[config.mk]
export PLATFORM = sky130hd
export DESIGN_NAME = gf2_poly_divider_flat
export DESIGN_NICKNAME = d
export VERILOG_FILES = /design/src/rtl/gf2_div_pkg.sv /design/src/rtl/gf2_poly_divider_if.sv /design/src/rtl/gf2_deg_enc.sv /design/src/rtl/gf2_poly_divider.sv /design/src/flat_wrapper.sv
export SDC_FILE = /design/constraint.sdc
export NUM_CORES = 1
export LEC_CHECK = 0
export BUFFER_PORTS_ARGS = -buffer_cell sky130_fd_sc_hd__buf_2
export CAP_MARGIN = 20
export CORE_MARGIN = 2
export CORE_UTILIZATION = 52
export DETAILED_ROUTE_END_ITERATION = 12
export PLACE_DENSITY = 0.8
export SETUP_SLACK_MARGIN = 0.3
export SLEW_MARGIN = 20
export SYNTH_ARGS = -nofsm -noshare
export SYNTH_HDL_FRONTEND = slang
export SYNTH_SLANG_ARGS = --single-unit
[constraint.sdc]
create_clock -name clk -period 2.45 [get_ports clk]
set_input_delay 0.245 -clock clk [delete_from_list [all_inputs] [get_ports clk]]
set_output_delay 0.245 -clock clk [all_outputs]
set_load 0.005 [all_outputs]
[src/rtl/gf2_div_pkg.sv]
// Shared types and sizing for the GF(2) polynomial divider.
package gf2_div_pkg;

  typedef enum logic [1:0] {
    IDLE,
    DIV,
    DONE
  } state_e;

  localparam int DEF_N = 32;

  function automatic int cnt_width(input int n);
    return $clog2(2 * n + 1);
  endfunction

  localparam int CNT_W = cnt_width(DEF_N);

endpackage

[src/rtl/gf2_poly_divider_if.sv]
// Handshake and operand/result bundle of the GF(2) polynomial divider.
interface gf2_poly_divider_if
  import gf2_div_pkg::*;
#(
  parameter int N = DEF_N
);
  logic           start;
  logic [2*N-1:0] dividend;
  logic [N-1:0]   divisor;
  logic           busy;
  logic           done;
  logic           div_zero;
  logic [2*N-1:0] quotient;
  logic [N-1:0]   remainder;

  modport master (
    output start, dividend, divisor,
    input  busy, done, div_zero, quotient, remainder
  );

  modport slave (
    input  start, dividend, divisor,
    output busy, done, div_zero, quotient, remainder
  );
endinterface

[src/rtl/gf2_deg_enc.sv]
// Priority encoder: index of the highest set bit of vec_i, plus an all-zero flag.
module gf2_deg_enc #(
  parameter int N = 32,
  localparam int DW = (N > 1) ? $clog2(N) : 1
) (
  input  logic [N-1:0]  vec_i,
  output logic [DW-1:0] deg_o,
  output logic          zero_o
);

  always_comb begin
    deg_o  = '0;
    zero_o = ~|vec_i;
    for (int unsigned i = 0; i < N; i++) begin
      if (vec_i[i]) deg_o = DW'(i);
    end
  end

endmodule

[src/rtl/gf2_poly_divider.sv]
// Bit-serial GF(2) polynomial divider: 2N-bit dividend / N-bit divisor, one dividend bit per clock.
// Build option: define GF2_DIV_QUOTIENT_EN to keep the quotient register; otherwise quotient is tied to 0.
module gf2_poly_divider
  import gf2_div_pkg::*;
#(
  parameter int N = DEF_N
) (
  input logic              clk,
  input logic              rst,
  gf2_poly_divider_if.slave bus
);

  localparam int CW = cnt_width(N);
  localparam int DW = (N > 1) ? $clog2(N) : 1;

  state_e         state_q, state_d;
  logic [2*N-1:0] dvd_q, dvd_d;
  logic [N-1:0]   dsr_q, dsr_d;
  logic [DW-1:0]  deg_q, deg_d;
  logic [N-1:0]   rem_q, rem_d;
  logic [CW-1:0]  cnt_q, cnt_d;
  logic           dz_q, dz_d;

  logic [DW-1:0]  enc_deg;
  logic           enc_zero;
  logic [N-1:0]   win;
  logic [N-1:0]   win_red;
  logic           qbit;

  gf2_deg_enc #(.N(N)) u_deg_enc (
    .vec_i  (bus.divisor),
    .deg_o  (enc_deg),
    .zero_o (enc_zero)
  );

  // deg(r) < deg(divisor) <= N-1 keeps r[N-1] at 0, so the shifted-in
  // window fits in N bits and the t[N] overflow bit never needs storage.
  always_comb begin
    win     = {rem_q[N-2:0], dvd_q[2*N-1]};
    qbit    = win[deg_q];
    win_red = qbit ? (win ^ dsr_q) : win;
  end

`ifdef GF2_DIV_QUOTIENT_EN
  logic [2*N-1:0] quo_q, quo_d;

  always_ff @(posedge clk) begin
    if (rst) quo_q <= '0;
    else     quo_q <= quo_d;
  end

  assign bus.quotient = quo_q;
`else
  assign bus.quotient = '0;
`endif

  always_comb begin
    state_d = state_q;
    dvd_d   = dvd_q;
    dsr_d   = dsr_q;
    deg_d   = deg_q;
    rem_d   = rem_q;
    cnt_d   = cnt_q;
    dz_d    = dz_q;
`ifdef GF2_DIV_QUOTIENT_EN
    quo_d   = quo_q;
`endif
    unique case (state_q)
      IDLE: begin
        if (bus.start) begin
          dvd_d   = bus.dividend;
          dsr_d   = bus.divisor;
          deg_d   = enc_deg;
          rem_d   = '0;
          cnt_d   = '0;
          dz_d    = enc_zero;
`ifdef GF2_DIV_QUOTIENT_EN
          quo_d   = '0;
`endif
          state_d = enc_zero ? DONE : DIV;
        end
      end
      DIV: begin
        dvd_d = {dvd_q[2*N-2:0], 1'b0};
        rem_d = win_red;
        cnt_d = cnt_q + CW'(1);
`ifdef GF2_DIV_QUOTIENT_EN
        quo_d = {quo_q[2*N-2:0], qbit};
`endif
        if (cnt_q == CW'(2 * N - 1)) state_d = DONE;
      end
      DONE:    state_d = IDLE;
      default: state_d = IDLE;
    endcase
  end

  always_ff @(posedge clk) begin
    if (rst) begin
      state_q <= IDLE;
      dvd_q   <= '0;
      dsr_q   <= '0;
      deg_q   <= '0;
      rem_q   <= '0;
      cnt_q   <= '0;
      dz_q    <= 1'b0;
    end else begin
      state_q <= state_d;
      dvd_q   <= dvd_d;
      dsr_q   <= dsr_d;
      deg_q   <= deg_d;
      rem_q   <= rem_d;
      cnt_q   <= cnt_d;
      dz_q    <= dz_d;
    end
  end

  assign bus.busy      = (state_q != IDLE);
  assign bus.done      = (state_q == DONE);
  assign bus.div_zero  = dz_q;
  assign bus.remainder = rem_q;

endmodule

[src/flat_wrapper.sv]
// flat-port wrapper written by rule: the top's interface ports become plain ports
module gf2_poly_divider_flat import gf2_div_pkg::*;
#(
  parameter int N = DEF_N
)
  (clk, rst, bus_start, bus_dividend, bus_divisor, bus_busy, bus_done, bus_div_zero, bus_quotient, bus_remainder);
  gf2_poly_divider_if #(.N(N)) bus_i ();
  input logic clk;
  input logic rst;
  input wire logic [$bits(bus_i.start)-1:0] bus_start;
  input wire logic [$bits(bus_i.dividend)-1:0] bus_dividend;
  input wire logic [$bits(bus_i.divisor)-1:0] bus_divisor;
  output wire logic [$bits(bus_i.busy)-1:0] bus_busy;
  output wire logic [$bits(bus_i.done)-1:0] bus_done;
  output wire logic [$bits(bus_i.div_zero)-1:0] bus_div_zero;
  output wire logic [$bits(bus_i.quotient)-1:0] bus_quotient;
  output wire logic [$bits(bus_i.remainder)-1:0] bus_remainder;
  assign bus_i.start = bus_start;
  assign bus_i.dividend = bus_dividend;
  assign bus_i.divisor = bus_divisor;
  assign bus_busy = bus_i.busy;
  assign bus_done = bus_i.done;
  assign bus_div_zero = bus_i.div_zero;
  assign bus_quotient = bus_i.quotient;
  assign bus_remainder = bus_i.remainder;
  gf2_poly_divider #(.N(N)) u_core (.clk(clk), .rst(rst), .bus(bus_i));
endmodule
==> metrics.yaml, run 1 <==
final_layout:
  drive_gt1_share_pct: 20.2
  n_fill_cell: 1127
  antenna_cells: 0
  area_delta_synth_final_pct: 18.3
  nets: 1097
  final_area_um2: 8060
cts:
  cts_tree: "done"
  root_buffer: "clkbuf_16"
  cts_buffers: 17
  clk_path_buf_depth: 2
  hold_buffers: 0
  insertion_delay_ps: 430
  clock_sinks: 143
  clk_pin_slew_worst_paths_ps: 60
  htree_num_levels: 4
floorplan:
  start_util_pct: 53.6
  row_count: 41
  io_pins: 198
  die_area_um2: 14000
  die_y_um: 118
  core_area_um2: 12700
  die_w_um: 118
synth:
  ys_top_cells_by_count: "nor2_1 (222), dfxtp_1 (143), nand2_1 (106)"
  synth.most_common_cell: "nor2_1"
  synth_top_area_share_pct: 42.0
  synth_flop_cell: "dfxtp_1"
  synth_seq_cells: 143
  netlist-cell-type-count: 42
  ys_seq_area_share_pct: 42.0
  yosysWarningCount: 0
  synth_area_leaders: "dfxtp_1 (42%), nor2_1 (12%), buf_4 (7.4%), nor4_1 (6.2%), nand2_1 (5.8%)"
  netlist_area_um2: 6810
  syn_inst: 888
  syn_avg_cell_area_um2: 7.67
  synth_edf_count: 0
  yosysTopAreaCell: "dfxtp_1"
  synthArstFlopShare_pct: 0
critical_path:
  cp-end-kind: "flip-flop"
  cp.required_ps: 2760
  arrival_ps: 2370
  crit_fanout: 11
  startpoint_type: "flip-flop"
  crit_type: "reg -> reg"
timing:
  finalSetupViolations: 0
  post-route-period-util_pct: 84.1
  hold_viol: 0
  slew_headroom_pct: 52.2
  skew_ps: 5.70
  worst_pin_slew_ps: 718
  min_period_ps: 2060
  fin_setup_tns_ps: 0
  slew_viol_final: 0
  fmax_mhz: 485
  rsz0062_at_grt: "no"
  fin_hold_ws_ps: 68.1
global_routing:
  grt_max_degree: 73
  antenna_found_initial: 1
  grt_pass1_wl_um: 27600
  grt_usage_pct: 24.5
  grt_pass1_vias: 5713
  gr-total-overflow: 0
drt:
  dr_total_vias: 6215
  drt-vias-per-instance: 5.26
  drt.antenna.violating_nets: 0
  wl_per_cell_um: 14.5
  dr.pass1.iters: 5
  drc_errors: 0
  routed_wl_um: 17200
  drt_iter0_drc: 584
worst_hold_path:
  hold_class: "in -> reg"
pwr:
  power.leakage_nw: 3.53
  p_per_area_nw_per_um2: 754
  peakVddDrop_mv: 0.427
run:
  maxCapViolCount: 0
placement:
  place_hpwl_um: 11600
  gp_congestion: 0.892
  io_buffers: 133
  placed_cell_area_um2: 7350
status:
  outcome: "complete, no violations"
where the power goes:
group / leakage [nW] / internal [W] / switching [W] / total [W]
combinational: 2.04 / 0.000262 / 0.000413 / 0.000675
sequential: 1.18 / 0.00248 / 0.000101 / 0.00258
clock: 0.315 / 0.00184 / 0.000984 / 0.00282
worst paths after layout:
kind                                        from                       to  slack [ps]  depth (start not counted)
worst min register to register  u_core.dsr_q[29]         u_core.dsr_q[29]         460                          2
worst min-delay path             bus_dividend[0]          u_core.dvd_q[0]          70                          3
worst max register to register   u_core.deg_q[0]  u_core.bus.remainder[9]         390                          7
worst max-delay path             u_core.deg_q[0]  u_core.bus.remainder[9]         390                          7
area by class of cell:
class | instances | area [um2] | share of cell area [%]
Clock buffer | 23 | 498 | 6.18
Multi-Input combinational cell | 678 | 3460 | 42.9
Inverter | 7 | 26.3 | 0.326
Sequential cell | 143 | 2870 | 35.6
Timing Repair Buffer | 150 | 841 | 10.4
Tap cell | 172 | 215 | 2.67
Clock inverter | 9 | 154 | 1.91
registers in the layout (all words and copies together), names as in the netlist:
signal	flops
u_core.dsr_q	32
u_core.cnt_q	7
u_core.state_q	2
u_core.bus.div_zero	1
u_core.deg_q	5
u_core.dvd_q	64
u_core.bus.remainder	32
metal layers:
layer | share of wire (%) | track usage, % | vias to the layer above
li1 | - | - | 3077
met1 | 43 | 30.6 | 2894
met2 | 48 | 40.2 | 213
met3 | 6.9 | 7.00 | 29
met4 | 2.4 | 8.93 | 2
met5 | 0.070 | 0 | -
cells in the final DEF (no fill, tap or decap), types with 5 or more instances in the layout:
| master | count |
|---|---|
| nor2_1 | 220 |
| dfxtp_1 | 141 |
| buf_2 | 132 |
| nand2_1 | 105 |
| nor4_1 | 67 |
| conb_1 | 64 |
| o21ai_1 | 59 |
| a21oi_1 | 44 |
| xor2_1 | 32 |
| clkbuf_16 | 17 |
| buf_4 | 13 |
| o21ai_0 | 9 |
| nor3_1 | 9 |
| inv_1 | 7 |
| nand2b_1 | 6 |
| nand3_1 | 5 |
| clkbuf_8 | 5 |
kinds of logic (layout without fill, tap and decap cells):
kind of cell	after synthesis	after routing	share of synthesized area (%)
compound gates	140	140	11.3
simple gates	430	430	27.3
fa+ha+maj	1	1	0.184
flops	143	143	42.0
mux	11	11	3.53
buf+inv	130	189	11.5
xor+xnor	32	32	4.11
other cells	1	64	0.0550
critical path: stages (launching register included):
cell,delay [ps]
dfxtp_4,390
mux4_1,590
mux2i_2,220
o22ai_4,110
buf_4,180
o21ai_1,200
xor2_1,170
o21ai_1,70
per-stage QoR:
step                std cells  total power [W]  utilization, %  setup WS [ps]
floorplan                 951          0.00312               -            559
global placement         1147          0.00326            57.7            292
detailed placement       1147          0.00327            57.7            108
CTS                      1180          0.00608            63.2            302
global route             1182          0.00632            63.4            279
finish                   1182          0.00608            63.4            389
what timing repair did:
item	4_1_cts	5_1_grt
setup endpoints to repair	20	30
resized for setup	8	12
setup buffers	1	2
pin swaps	2	1
endpoints found under the hold margin	0	0
(Power assumes the default switching activity.)
==> run 2: changes to the inputs <==
==> constraint.sdc (replaced) <==
create_clock -name clk -period 2.1 [get_ports clk]
set_input_delay 0.21 -clock clk [delete_from_list [all_inputs] [get_ports clk]]
set_output_delay 0.21 -clock clk [all_outputs]
set_load 0.005 [all_outputs]
==> metrics.yaml, run 2 (synthesis gave the netlist of run 1 again) <==
final_layout:
  max_flop_register: "u_core.dvd_q"  # unchanged
  nets: 1123  # was 1,097
  drive_gt1_share_pct: 25.8  # was 20.2%
  multi_input_area_um2: 3750  # was 3460 um2
  largest_reg_flops: 64  # unchanged
  final_area_um2: 8570  # was 8060 um2
  mostFrequentLayoutCell: "nor2_1"  # unchanged
  ff_latch_area_um2: 2870  # about the same
  final_cell_mix: "nor2_1 (219), dfxtp_1 (139), buf_2 (132), nand2_1 (105), nor4_1 (67)"  # was nor2_1 (220), dfxtp_1 (141), buf_2 (132), nand2_1 (105), nor4_1 (67)
  antenna_cells: 0  # unchanged
  finalNonFillerCells: 1208  # was 1,182
  n_fill_cell: 1094  # was 1,127
  area_delta_synth_final_pct: 25.9  # was 18.3%
critical_path:
  worstReg2RegStart: "u_core.deg_q[0]"  # unchanged
  worstSetupStartpoint: "u_core.deg_q[0]"  # unchanged
  cp-end-kind: "flip-flop"  # unchanged
  startpoint_type: "flip-flop"  # unchanged
  arrival_ps: 2400  # was 2370 ps
  crit_type: "reg -> reg"  # unchanged
  crit_fanout: 6  # was 11
  cp.required_ps: 2400  # was 2760 ps
timing:
  fin_setup_tns_ps: 0  # unchanged
  worst_pin_slew_ps: 638  # was 718 ps
  rsz0062_at_grt: "yes"  # was no
  finalSetupViolations: 0  # unchanged
  skew_ps: 5.18  # was 5.70 ps
  fmax_mhz: 477  # was 485 MHz
  min_period_ps: 2100  # was 2060 ps
  post-route-period-util_pct: 99.8  # was 84.1%
  slew_headroom_pct: 57.4  # was 52.2%
  slew_viol_final: 0  # unchanged
  hold_viol: 0  # unchanged
pwr:
  combPwrFrac_pct: 12.7  # was 11.1%
  p_sw_share_pct: 25.9  # was 24.7%
  power.leakage_nw: 3.64  # was 3.53 nW
  p_int_w: 0.00520  # was 0.00458 W
  peakVddDrop_mv: 0.567  # was 0.427 mV
  p_total_w: 0.00702  # was 0.00608 W
  p_seq_share_pct: 43.2  # was 42.5%
  p_sw_w: 0.00182  # was 0.00150 W
  p_per_area_nw_per_um2: 818  # was 754 nW/um2
  clkPwrFrac_pct: 44.1  # was 46.4%
global_routing:
  gr-total-overflow: 0  # unchanged
  grt_max_degree: 57  # was 73
  grt_pass1_vias: 6044  # was 5,713
  antenna_found_initial: 0  # was 1
  grt_pass1_wl_um: 29400  # was 27,600 um
  grt_usage_pct: 26.1  # was 24.5%
floorplan:
  start_util_pct: 53.6  # unchanged
  io_pins: 198  # unchanged
  die_area_um2: 14000  # unchanged
  row_count: 41  # unchanged
  die_w_um: 118  # unchanged
  die_y_um: 118  # unchanged
  core_area_um2: 12700  # unchanged
drt:
  routed_wl_um: 18700  # was 17,200 um
  drc_errors: 0  # unchanged
  drt-vias-per-instance: 5.41  # was 5.26
  dr_total_vias: 6534  # was 6,215
  drt.antenna.violating_nets: 0  # unchanged
  drt_iter0_drc: 590  # was 584
  wl_per_cell_um: 15.5  # was 14.5 um
  dr.pass1.iters: 5  # unchanged
status:
  outcome: "complete, no violations"  # unchanged
placement:
  place_inst: 1166  # was 1,147
  gp_congestion: 0.920  # was 0.892
  io_buffers: 133  # unchanged
  place_hpwl_um: 11900  # was 11,600 um
  placed_cell_area_um2: 7650  # was 7350 um2
cts:
  cts_tree: "done"  # unchanged
  clk_path_buf_depth: 2  # unchanged
  cts_buffers: 17  # unchanged
  insertion_delay_ps: 420  # was 430 ps
  clock_sinks: 143  # unchanged
  clk_pin_slew_worst_paths_ps: 60  # about the same
  root_buffer: "clkbuf_16"  # unchanged
  htree_num_levels: 4  # unchanged
worst_hold_path:
  hold_class: "in -> reg"  # unchanged
  hold_start: "bus_divisor[20]"  # was bus_dividend[0]
run:
  maxCapViolCount: 0  # unchanged
run 2: metrics by stage:
stage / utilization (%) / hold slack, ps / setup slack, ps
finish: 67.4 / 47.6 / 4.11
detailed placement: 60.1 / 440 / -114
floorplan: - / 346 / 266
CTS: 66.6 / 38.0 / 75.2
global placement: 60.1 / 438 / -20.9
global route: 67.4 / 54.5 / -78.2
run 2: metal layers:
metal,GRT usage (%),routed length [um],vias to the layer above
met5,0,0,-
met4,14.4,727,0
met3,6.37,1180,54
met2,42.4,9040,278
met1,31.7,7790,3070
li1,-,-,3132
run 2: critical path: stages (launching register included):
cell and delay, ps:
dfxtp_4 390, mux4_2 550, mux2i_4 210, o22ai_4 190
clkbuf_16 220, o21ai_4 120, xor2_1 190, o21ai_1 90
run 2: final timing paths:
kind	end	cells past startpoint	slack, ps
max reg2reg	u_core.bus.remainder[16]	7	4
min	u_core.dsr_q[20]	3	50
min reg2reg	u_core.bus.remainder[31]	2	450
max	u_core.bus.remainder[16]	7	4
run 2: power by group through the flow:
stage / Clock (W) / Combinational [W] / Sequential (W)
after floorplan: 0 / 0.000646 / 0.00303
after global placement: 0 / 0.000807 / 0.00306
after detailed placement: 0 / 0.000820 / 0.00306
after CTS: 0.00311 / 0.000863 / 0.00302
after global routing: 0.00325 / 0.000993 / 0.00304
final: 0.00310 / 0.000892 / 0.00303
run 2: repair_timing:
action | 4_1_cts | 5_1_grt
pin swaps | 34 | 20
gates cloned | 3 | 1
gates resized for setup | 25 | 16
hold endpoints to repair | 0 | 0
buffers inserted | 5 | 1
setup endpoints to repair | 32 | 52
hold buffers | 0 | 0
run 2: layout make-up:
cell class,count,area share (%)
inverter,7,0.306
clock buffer,21,5.49
timing repair buffer,173,12.8
sequential,143,33.5
multi-input combinational,681,43.8
clock inverter,11,1.61
tap,172,2.51
